### config.mk
export PLATFORM = sky130hd
export DESIGN_NAME = slc3_mem_arbiter
export DESIGN_NICKNAME = d
export VERILOG_FILES = /design/src/rtl/slc3_mem_arbiter.sv
export SDC_FILE = /design/constraint.sdc
export NUM_CORES = 1
export LEC_CHECK = 0
export ABC_CLOCK_PERIOD_IN_PS = 1800
export BUFFER_PORTS_ARGS = -buffer_cell sky130_fd_sc_hd__buf_4
export CAP_MARGIN = 20
export CORE_MARGIN = 2
export CORE_UTILIZATION = 39
export CTS_CLUSTER_DIAMETER = 80
export CTS_CLUSTER_SIZE = 20
export DETAILED_ROUTE_END_ITERATION = 16
export GPL_TIMING_DRIVEN = 0
export PLACE_DENSITY_LB_ADDON = 0.05
export RECOVER_POWER = 100
export SETUP_SLACK_MARGIN = 0.15
export SYNTH_ARGS = -nofsm -noshare
export SYNTH_HDL_FRONTEND = slang
export SYNTH_SLANG_ARGS = --single-unit
export TNS_END_PERCENT = 50
### constraint.sdc
create_clock -name Clk -period 1.8 [get_ports Clk]
set_input_delay 0.36 -clock Clk [delete_from_list [all_inputs] [get_ports Clk]]
set_output_delay 0.36 -clock Clk [all_outputs]
set_load 0.01 [all_outputs]
### src/rtl/slc3_mem_arbiter.sv
// Two-port arbiter and strobe sequencer for the shared asynchronous SRAM.
// Port 0 is the CPU, port 1 is the program loader/debug port. A single grant
// is active at a time; reads take RD1/RD2, writes take WR1/WR2/WR3, and every
// access ends in a one-cycle ACK followed by an IDLE cycle.
// Build option: define SLC3_MEMARB_FIXED_PRIO_EN to make port 0 always win a
// simultaneous request (default build is round-robin).
module slc3_mem_arbiter #(
    parameter int unsigned AW = 20,
    parameter int unsigned DW = 16
) (
    input  logic          Clk,
    input  logic          Reset,
    input  logic          req0_i,
    input  logic          req1_i,
    input  logic          we0_i,
    input  logic          we1_i,
    input  logic [AW-1:0] addr0_i,
    input  logic [AW-1:0] addr1_i,
    input  logic [DW-1:0] wdata0_i,
    input  logic [DW-1:0] wdata1_i,
    output logic          ack0_o,
    output logic          ack1_o,
    output logic [DW-1:0] rdata_o,
    output logic          busy_o,
    output logic          Mem_CE_o,
    output logic          Mem_UB_o,
    output logic          Mem_LB_o,
    output logic          Mem_OE_o,
    output logic          Mem_WE_o,
    output logic [AW-1:0] sram_addr_o,
    output logic [DW-1:0] sram_dq_out_o,
    output logic          sram_dq_oe_o,
    input  logic [DW-1:0] sram_dq_in_i
);

    typedef enum logic [2:0] {
        StIdle,
        StRd1,
        StRd2,
        StWr1,
        StWr2,
        StWr3,
        StAck
    } state_e;

    state_e        state_q, state_d;
    logic          grant_q, grant_d;
    logic [AW-1:0] addr_q, addr_d;
    logic [DW-1:0] wdata_q, wdata_d;
    logic [DW-1:0] rdata_q, rdata_d;
    logic          pick;
    logic          pick_we;

`ifdef SLC3_MEMARB_FIXED_PRIO_EN
    // CPU always wins when both ports request.
    always_comb begin
        pick = ~req0_i;
    end
`else
    logic last_grant_q, last_grant_d;

    // Round-robin: on a tie the port not granted last wins.
    always_comb begin
        if (req0_i && req1_i) begin
            pick = ~last_grant_q;
        end else begin
            pick = req1_i;
        end
    end

    // Remember the last granted port; reset favours the CPU on the first tie.
    always_comb begin
        last_grant_d = last_grant_q;
        if (state_q == StIdle && (req0_i || req1_i)) begin
            last_grant_d = pick;
        end
    end

    // Round-robin history register.
    always_ff @(posedge Clk or posedge Reset) begin
        if (Reset) begin
            last_grant_q <= 1'b1;
        end else begin
            last_grant_q <= last_grant_d;
        end
    end
`endif

    assign pick_we = pick ? we1_i : we0_i;

    // Next-state logic: capture the winning request in IDLE, then sequence strobes.
    always_comb begin
        state_d = state_q;
        grant_d = grant_q;
        addr_d  = addr_q;
        wdata_d = wdata_q;
        rdata_d = rdata_q;
        unique case (state_q)
            StIdle: begin
                if (req0_i || req1_i) begin
                    grant_d = pick;
                    addr_d  = pick ? addr1_i : addr0_i;
                    wdata_d = pick ? wdata1_i : wdata0_i;
                    state_d = pick_we ? StWr1 : StRd1;
                end
            end
            StRd1: state_d = StRd2;
            StRd2: begin
                rdata_d = sram_dq_in_i;
                state_d = StAck;
            end
            StWr1: state_d = StWr2;
            StWr2: state_d = StWr3;
            StWr3: state_d = StAck;
            StAck: state_d = StIdle;
            default: state_d = StIdle;
        endcase
    end

    // State and captured-request registers; reset aborts any access in flight.
    always_ff @(posedge Clk or posedge Reset) begin
        if (Reset) begin
            state_q <= StIdle;
            grant_q <= 1'b0;
            addr_q  <= '0;
            wdata_q <= '0;
            rdata_q <= '0;
        end else begin
            state_q <= state_d;
            grant_q <= grant_d;
            addr_q  <= addr_d;
            wdata_q <= wdata_d;
            rdata_q <= rdata_d;
        end
    end

    // Output decode from registered state only; strobes are active low.
    always_comb begin
        Mem_CE_o     = 1'b1;
        Mem_UB_o     = 1'b1;
        Mem_LB_o     = 1'b1;
        Mem_OE_o     = 1'b1;
        Mem_WE_o     = 1'b1;
        sram_dq_oe_o = 1'b0;
        ack0_o       = 1'b0;
        ack1_o       = 1'b0;
        unique case (state_q)
            StRd1, StRd2: begin
                Mem_CE_o = 1'b0;
                Mem_UB_o = 1'b0;
                Mem_LB_o = 1'b0;
                Mem_OE_o = 1'b0;
            end
            StWr1, StWr3: begin
                Mem_CE_o     = 1'b0;
                Mem_UB_o     = 1'b0;
                Mem_LB_o     = 1'b0;
                sram_dq_oe_o = 1'b1;
            end
            StWr2: begin
                Mem_CE_o     = 1'b0;
                Mem_UB_o     = 1'b0;
                Mem_LB_o     = 1'b0;
                Mem_WE_o     = 1'b0;
                sram_dq_oe_o = 1'b1;
            end
            StAck: begin
                ack0_o = ~grant_q;
                ack1_o = grant_q;
            end
            default: ;
        endcase
    end

    assign busy_o        = (state_q != StIdle);
    assign rdata_o       = rdata_q;
    assign sram_addr_o   = addr_q;
    assign sram_dq_out_o = wdata_q;

endmodule

; ---- Word level (Yosys, flattened, before mapping)
; Cells that the tools add are included.
[classes]
muxes = 13
reduce_logical = 10
n_eq_ne = 7
bitwise = 2
[op_table]
columns = cell, count
row1 = $mux W20, 1
row2 = $mux W16, 1
row3 = $pmux W3 S5, 1
row4 = $eq A3 B3 Y1 const B, 3
row5 = $mux W1, 8
row6 = $eq A3 B2 Y1 const B, 2
row7 = $reduce_or A5 Y1, 1
row8 = $reduce_or A2 Y1, 2
row9 = $eq A3 B1 Y1 const B, 1
row10 = $logic_not A3 Y1, 1
row11 = $mux W3, 1
row12 = $reduce_bool A3 Y1, 1
row13 = $reduce_or A3 Y1, 1
row14 = $logic_and A1 B1 Y1, 2
row15 = $mux W2, 1
row16 = $ne A2 B1 Y1 const B, 1
row17 = $not A1 Y1, 2
row18 = $reduce_and A2 Y1, 1
row19 = $logic_or A1 B1 Y1, 1
[word_totals]
input_bits = 94
regBits = 57
wordCells = 38
output_inout_bits = 61

; ---- Logic depth before layout (Yosys ltp)
[logic_depth]
depth_word = 6
mapped_depth = 7
depth_no_buf = 4

; ---- Worst setup path before layout
; OpenSTA, ideal clock, no wires.
[synth_path]
path_kind = reg2out
from = register state_q[1]
to = output port Mem_LB_o
path_buffers = 4
arrival_ns = 1.300
path_stages_with_launch = 8
required_ns = 1.440
path_slack_ns = 0.140
path_cell_list = dfrtp_1 buf_6 nor3_4 inv_2 buf_6 buf_6 nand2_1 buf_4
[synth_via]
elab_chain_len = 3
elab_cells_between_ends = 7
classes_between = eq/ne: 5 / mux: 1 / reduce/logical: 1
[synth_lines]
columns = element, line_no
row1 = "start, declared", 46  ; state_e state_q, state_d;
row2 = "start signal, assigned", 123  ; state_q <= StIdle;
row3 = "start signal, assigned", 129  ; state_q <= state_d;
row4 = "$eq A3 B3 Y1, or another cell as far along", --
row5 = $reduce_or A5 Y1 (no line) (*), --
row6 = $mux W1 (*), --
row7 = "end, declared", 27  ; output logic Mem_LB_o,
; Every way passes the cells marked *; elsewhere a longest branch is shown, timed or not.

; ---- Final worst setup path
[layout_path]
from = register state_q[2]
to = output port Mem_UB_o
[layout_via]
elab_chain_len = 3
elab_cells_between_ends = 7
classes_between = eq/ne: 5 / mux: 1 / reduce/logical: 1
[layout_lines]
columns = element, line_no
row1 = "$eq A3 B3 Y1, or another cell as far along", 147  ; unique case (state_q)
row2 = $reduce_or A5 Y1 (no line) (*), --
row3 = $mux W1 (*), 147
row4 = "end, declared", 26  ; output logic Mem_UB_o,
; Marks and branches as above.

==> results.sh <==
export IMPL_synth_most_common_cell="dfrtp_1"
export IMPL_fin_crit_ns=1.98
export IMPL_ys_flop_type="dfrtp_1"
export IMPL_fin_setup_tns_ns=-3.46
export IMPL_hpwlAfterDp_mm=5.46
export IMPL_crit_top_cell="buf_6"
export IMPL_vias=2366
export IMPL_fin_area_um2=4310
export IMPL_path_class="flip-flop to output pin"
export IMPL_synth_nets=292
export IMPL_fin_ws_ns=-0.178
export IMPL_start_kind="flip-flop"
export IMPL_core_area_um2=6350
export IMPL_clk_pin_slew_worst_paths_ns=0.06
export IMPL_die_h_um=84.8
export IMPL_drt_total_wl_mm=7.63
export IMPL_p_switching_w=0.00254
export IMPL_synthCells=198
export IMPL_seq_area_um2=1430
export IMPL_violations="setup timing"
export IMPL_area_growth_pct=69.1
export IMPL_async_reset_ff_frac=1.00
export IMPL_place_congestion=0.791
export IMPL_power_frac_seq=0.309
export IMPL_netlist_area_leader_share=0.550
export IMPL_synth_edf_count=0
export IMPL_critical_path_max_fanout=4
export IMPL_firstDrtPassIters=4
export IMPL_met2_length_mm=3.65
export IMPL_drive_gt1_frac=0.657
export IMPL_grtUsageTotal=0.212
export IMPL_wire_per_inst_um=16.5
export IMPL_max_stage_delay_ns=0.38
export IMPL_p_int_w=0.00499
export IMPL_pre_cts_ws_ns=-0.0484
export IMPL_clkSinkCount=57
export IMPL_synthesis_area_um2=2550
export IMPL_worstMarginPinSlew_ns=1.35
export IMPL_cap_violations=0
export IMPL_hold_class="primary input to flip-flop"
export IMPL_cts_buffer_depth=2
export IMPL_grt_max_degree=32
export IMPL_grt_pass1_vias=2446
export IMPL_crit_arrival_ns=1.62
export IMPL_placed_cell_area_um2=3820
export IMPL_clock_power_share=0.141
export IMPL_numCtsBuffers=9
export IMPL_grt_overflow=0
export IMPL_clock_latency_ns=0.33
export IMPL_rows=29
export IMPL_p_leak_nw=1.98
export IMPL_synth_area_leaders="dfrtp_1 (55%), o221a_2 (15%), or3_1 (8.8%)"
export IMPL_hold_buffers=0
export IMPL_yosysWarnings=0
export IMPL_fin_crit_sh=1.10
export IMPL_finalHoldViolCount=0
export IMPL_p_per_area_nw_per_um2=1750
export IMPL_route_detailed_drc=0
export IMPL_synth_seq_area_share=0.560
export IMPL_clock_fmax_ghz=0.506
export IMPL_peakVddDrop_mv=1.06
export IMPL_ys_top_cells_by_count="dfrtp_1 (56), or3_1 (36), o221a_2 (34)"
export IMPL_slew_headroom=0.0926
export IMPL_crit_path_end_kind="output pin"
export IMPL_cts_tree="built"
export IMPL_ant_nets=0
export IMPL_drt_vias_per_instance=5.12
export IMPL_ioPinCount=155
export IMPL_p_comb_frac=0.550
export IMPL_die_w_um=84.8
export IMPL_nNetsFinal=474
export IMPL_wl_met3_um=754
export IMPL_status="finished with violations"
export IMPL_netSwitchingFraction=0.338
export IMPL_fill_cells=536
export IMPL_diodes=0
export IMPL_top_layer="met4"
export IMPL_synth_cell_types=30
export IMPL_slowest_stage="dfrtp_1"
export IMPL_drtIter0Drc=102
export IMPL_placement_io_buffers=154
export IMPL_synth_top_area_cell="dfrtp_1"
export IMPL_grt_pass1_wl_mm=12.1
export IMPL_cts_root_buf="clkbuf_8"
export IMPL_avgSynthCellArea_um2=12.9
export IMPL_grt_setup_unrepaired="true"
export IMPL_ys_ff_latch=57
export IMPL_antenna_found_initial=0
export IMPL_setup_viol=40
export IMPL_design_die_area_um2=7200
export IMPL_initial_utilization=0.401
export IMPL_crit_chain="buf_6, nor3_4, inv_2, buf_6, buf_8, nand2_8, buf_6, buf_6"
export IMPL_cp_data_required_time_ns=1.44
export IMPL_fin_skew_ns=0.00617
export IMPL_maxSlewViolCount=0
export IMPL_multi_input_area_um2=1070
export IMPL_wl_met1_mm=3.10
export IMPL_h_tree_depth=3
[layout by cell type, fill, tap and decap left out, drive strengths merged]
| master | instances |
|---|---|
| o22ai | 1 |
| nor2b | 2 |
| o221a | 36 |
| or2 | 1 |
| clkinvlp | 1 |
| inv | 3 |
| dfstp | 1 |
| nand2b | 1 |
| and2 | 2 |
| o21ai | 3 |
| nand3 | 4 |
| clkbuf | 22 |
| nand2 | 5 |
| o21a | 1 |
| mux2 | 16 |
| xor2 | 1 |
| nor3 | 1 |
| a31oi | 2 |
| and3 | 2 |
| clkinv | 3 |
| dfrtp | 56 |
| buf | 182 |
| a21bo | 1 |
| nor2 | 1 |
| or3 | 36 |
| a21oi | 1 |
[repair_timing]
| action | CTS | global route |
|---|---|---|
| buffers inserted | 6 | 7 |
| endpoints found under the setup margin | 48 | 62 |
| resized for setup | 24 | 28 |
| cloned | 2 | 1 |
| pin swaps | 1 | 2 |
[worst paths after layout]
kind	start	endpoint	slack, ns	cells after the start
hold / removal	req0_i	last_grant_q	0.25	2
max in group asynchronous	Reset	sram_dq_out_o[7]	0.26	3
setup / recovery	state_q[2]	Mem_UB_o	-0.18	8
hold reg to reg	rdata_o[0]	rdata_o[0]	0.49	1
min in group asynchronous	Reset	sram_addr_o[16]	0.33	2
setup reg to reg	state_q[2]	sram_addr_o[2]	-0.12	9
[sequential cells by signal (all words and copies together) (netlist names)]
register	flops
grant_q	1
last_grant_q	1
rdata_o	16
sram_addr_o	20
sram_dq_out_o	16
state_q	3
[cells by family (layout without fill, tap and decap cells)]
group,after synthesis,in the layout,synth area share
XOR/XNOR,1,1,0.00344
multiplexers,16,16,0.0707
AO/OA/AOI/OAI,45,45,0.181
flip-flops,57,57,0.560
buffers and inverters,24,211,0.0515
AND/OR/NAND/NOR,55,55,0.133
[power by group through the flow]
stage	sequential (W)	clock (W)	combinational, W
2_1_floorplan	0.00256	0	0.00158
3_3_place_gp	0.00231	0	0.00339
3_5_place_dp	0.00232	0	0.00347
4_1_cts	0.00232	0.00109	0.00393
5_1_grt	0.00241	0.00114	0.00444
6_report	0.00233	0.00106	0.00414
[critical path, delay by kind of cell (launching register included)]
family | cells | cell delay (ns)
simple gates | 2 | 0.29
flops | 1 | 0.38
buf+inv | 6 | 0.61
[area by class of cell]
type                       instances  area share
buffer                            20      0.0435
clock buffer                      13      0.0369
clock inverter                     3     0.00348
inverter                           4     0.00377
multi-input combinational        117       0.249
sequential                        57       0.331
tap                               77      0.0224
timing repair buffer             171       0.310
[layer usage]
metal  track usage  up-vias
li1              -     1128
met1         0.278     1114
met2         0.339      112
met3        0.0623       12
met4        0.0750        0
met5             0        -
[metrics by stage]
| stage | util | total power (W) | cells | hold slack, ns |
|---|---|---|---|---|
| 6_report | 0.679 | 0.00753 | 462 | 0.249 |
| 3_5_place_dp | 0.602 | 0.00579 | 430 | 0.476 |
| 2_1_floorplan | - | 0.00414 | 198 | 0.423 |
| 3_3_place_gp | 0.599 | 0.00570 | 429 | 0.470 |
| 5_1_grt | 0.679 | 0.00798 | 462 | 0.247 |
| 4_1_cts | 0.660 | 0.00733 | 454 | 0.163 |
Power figures use the tool's default switching activity.
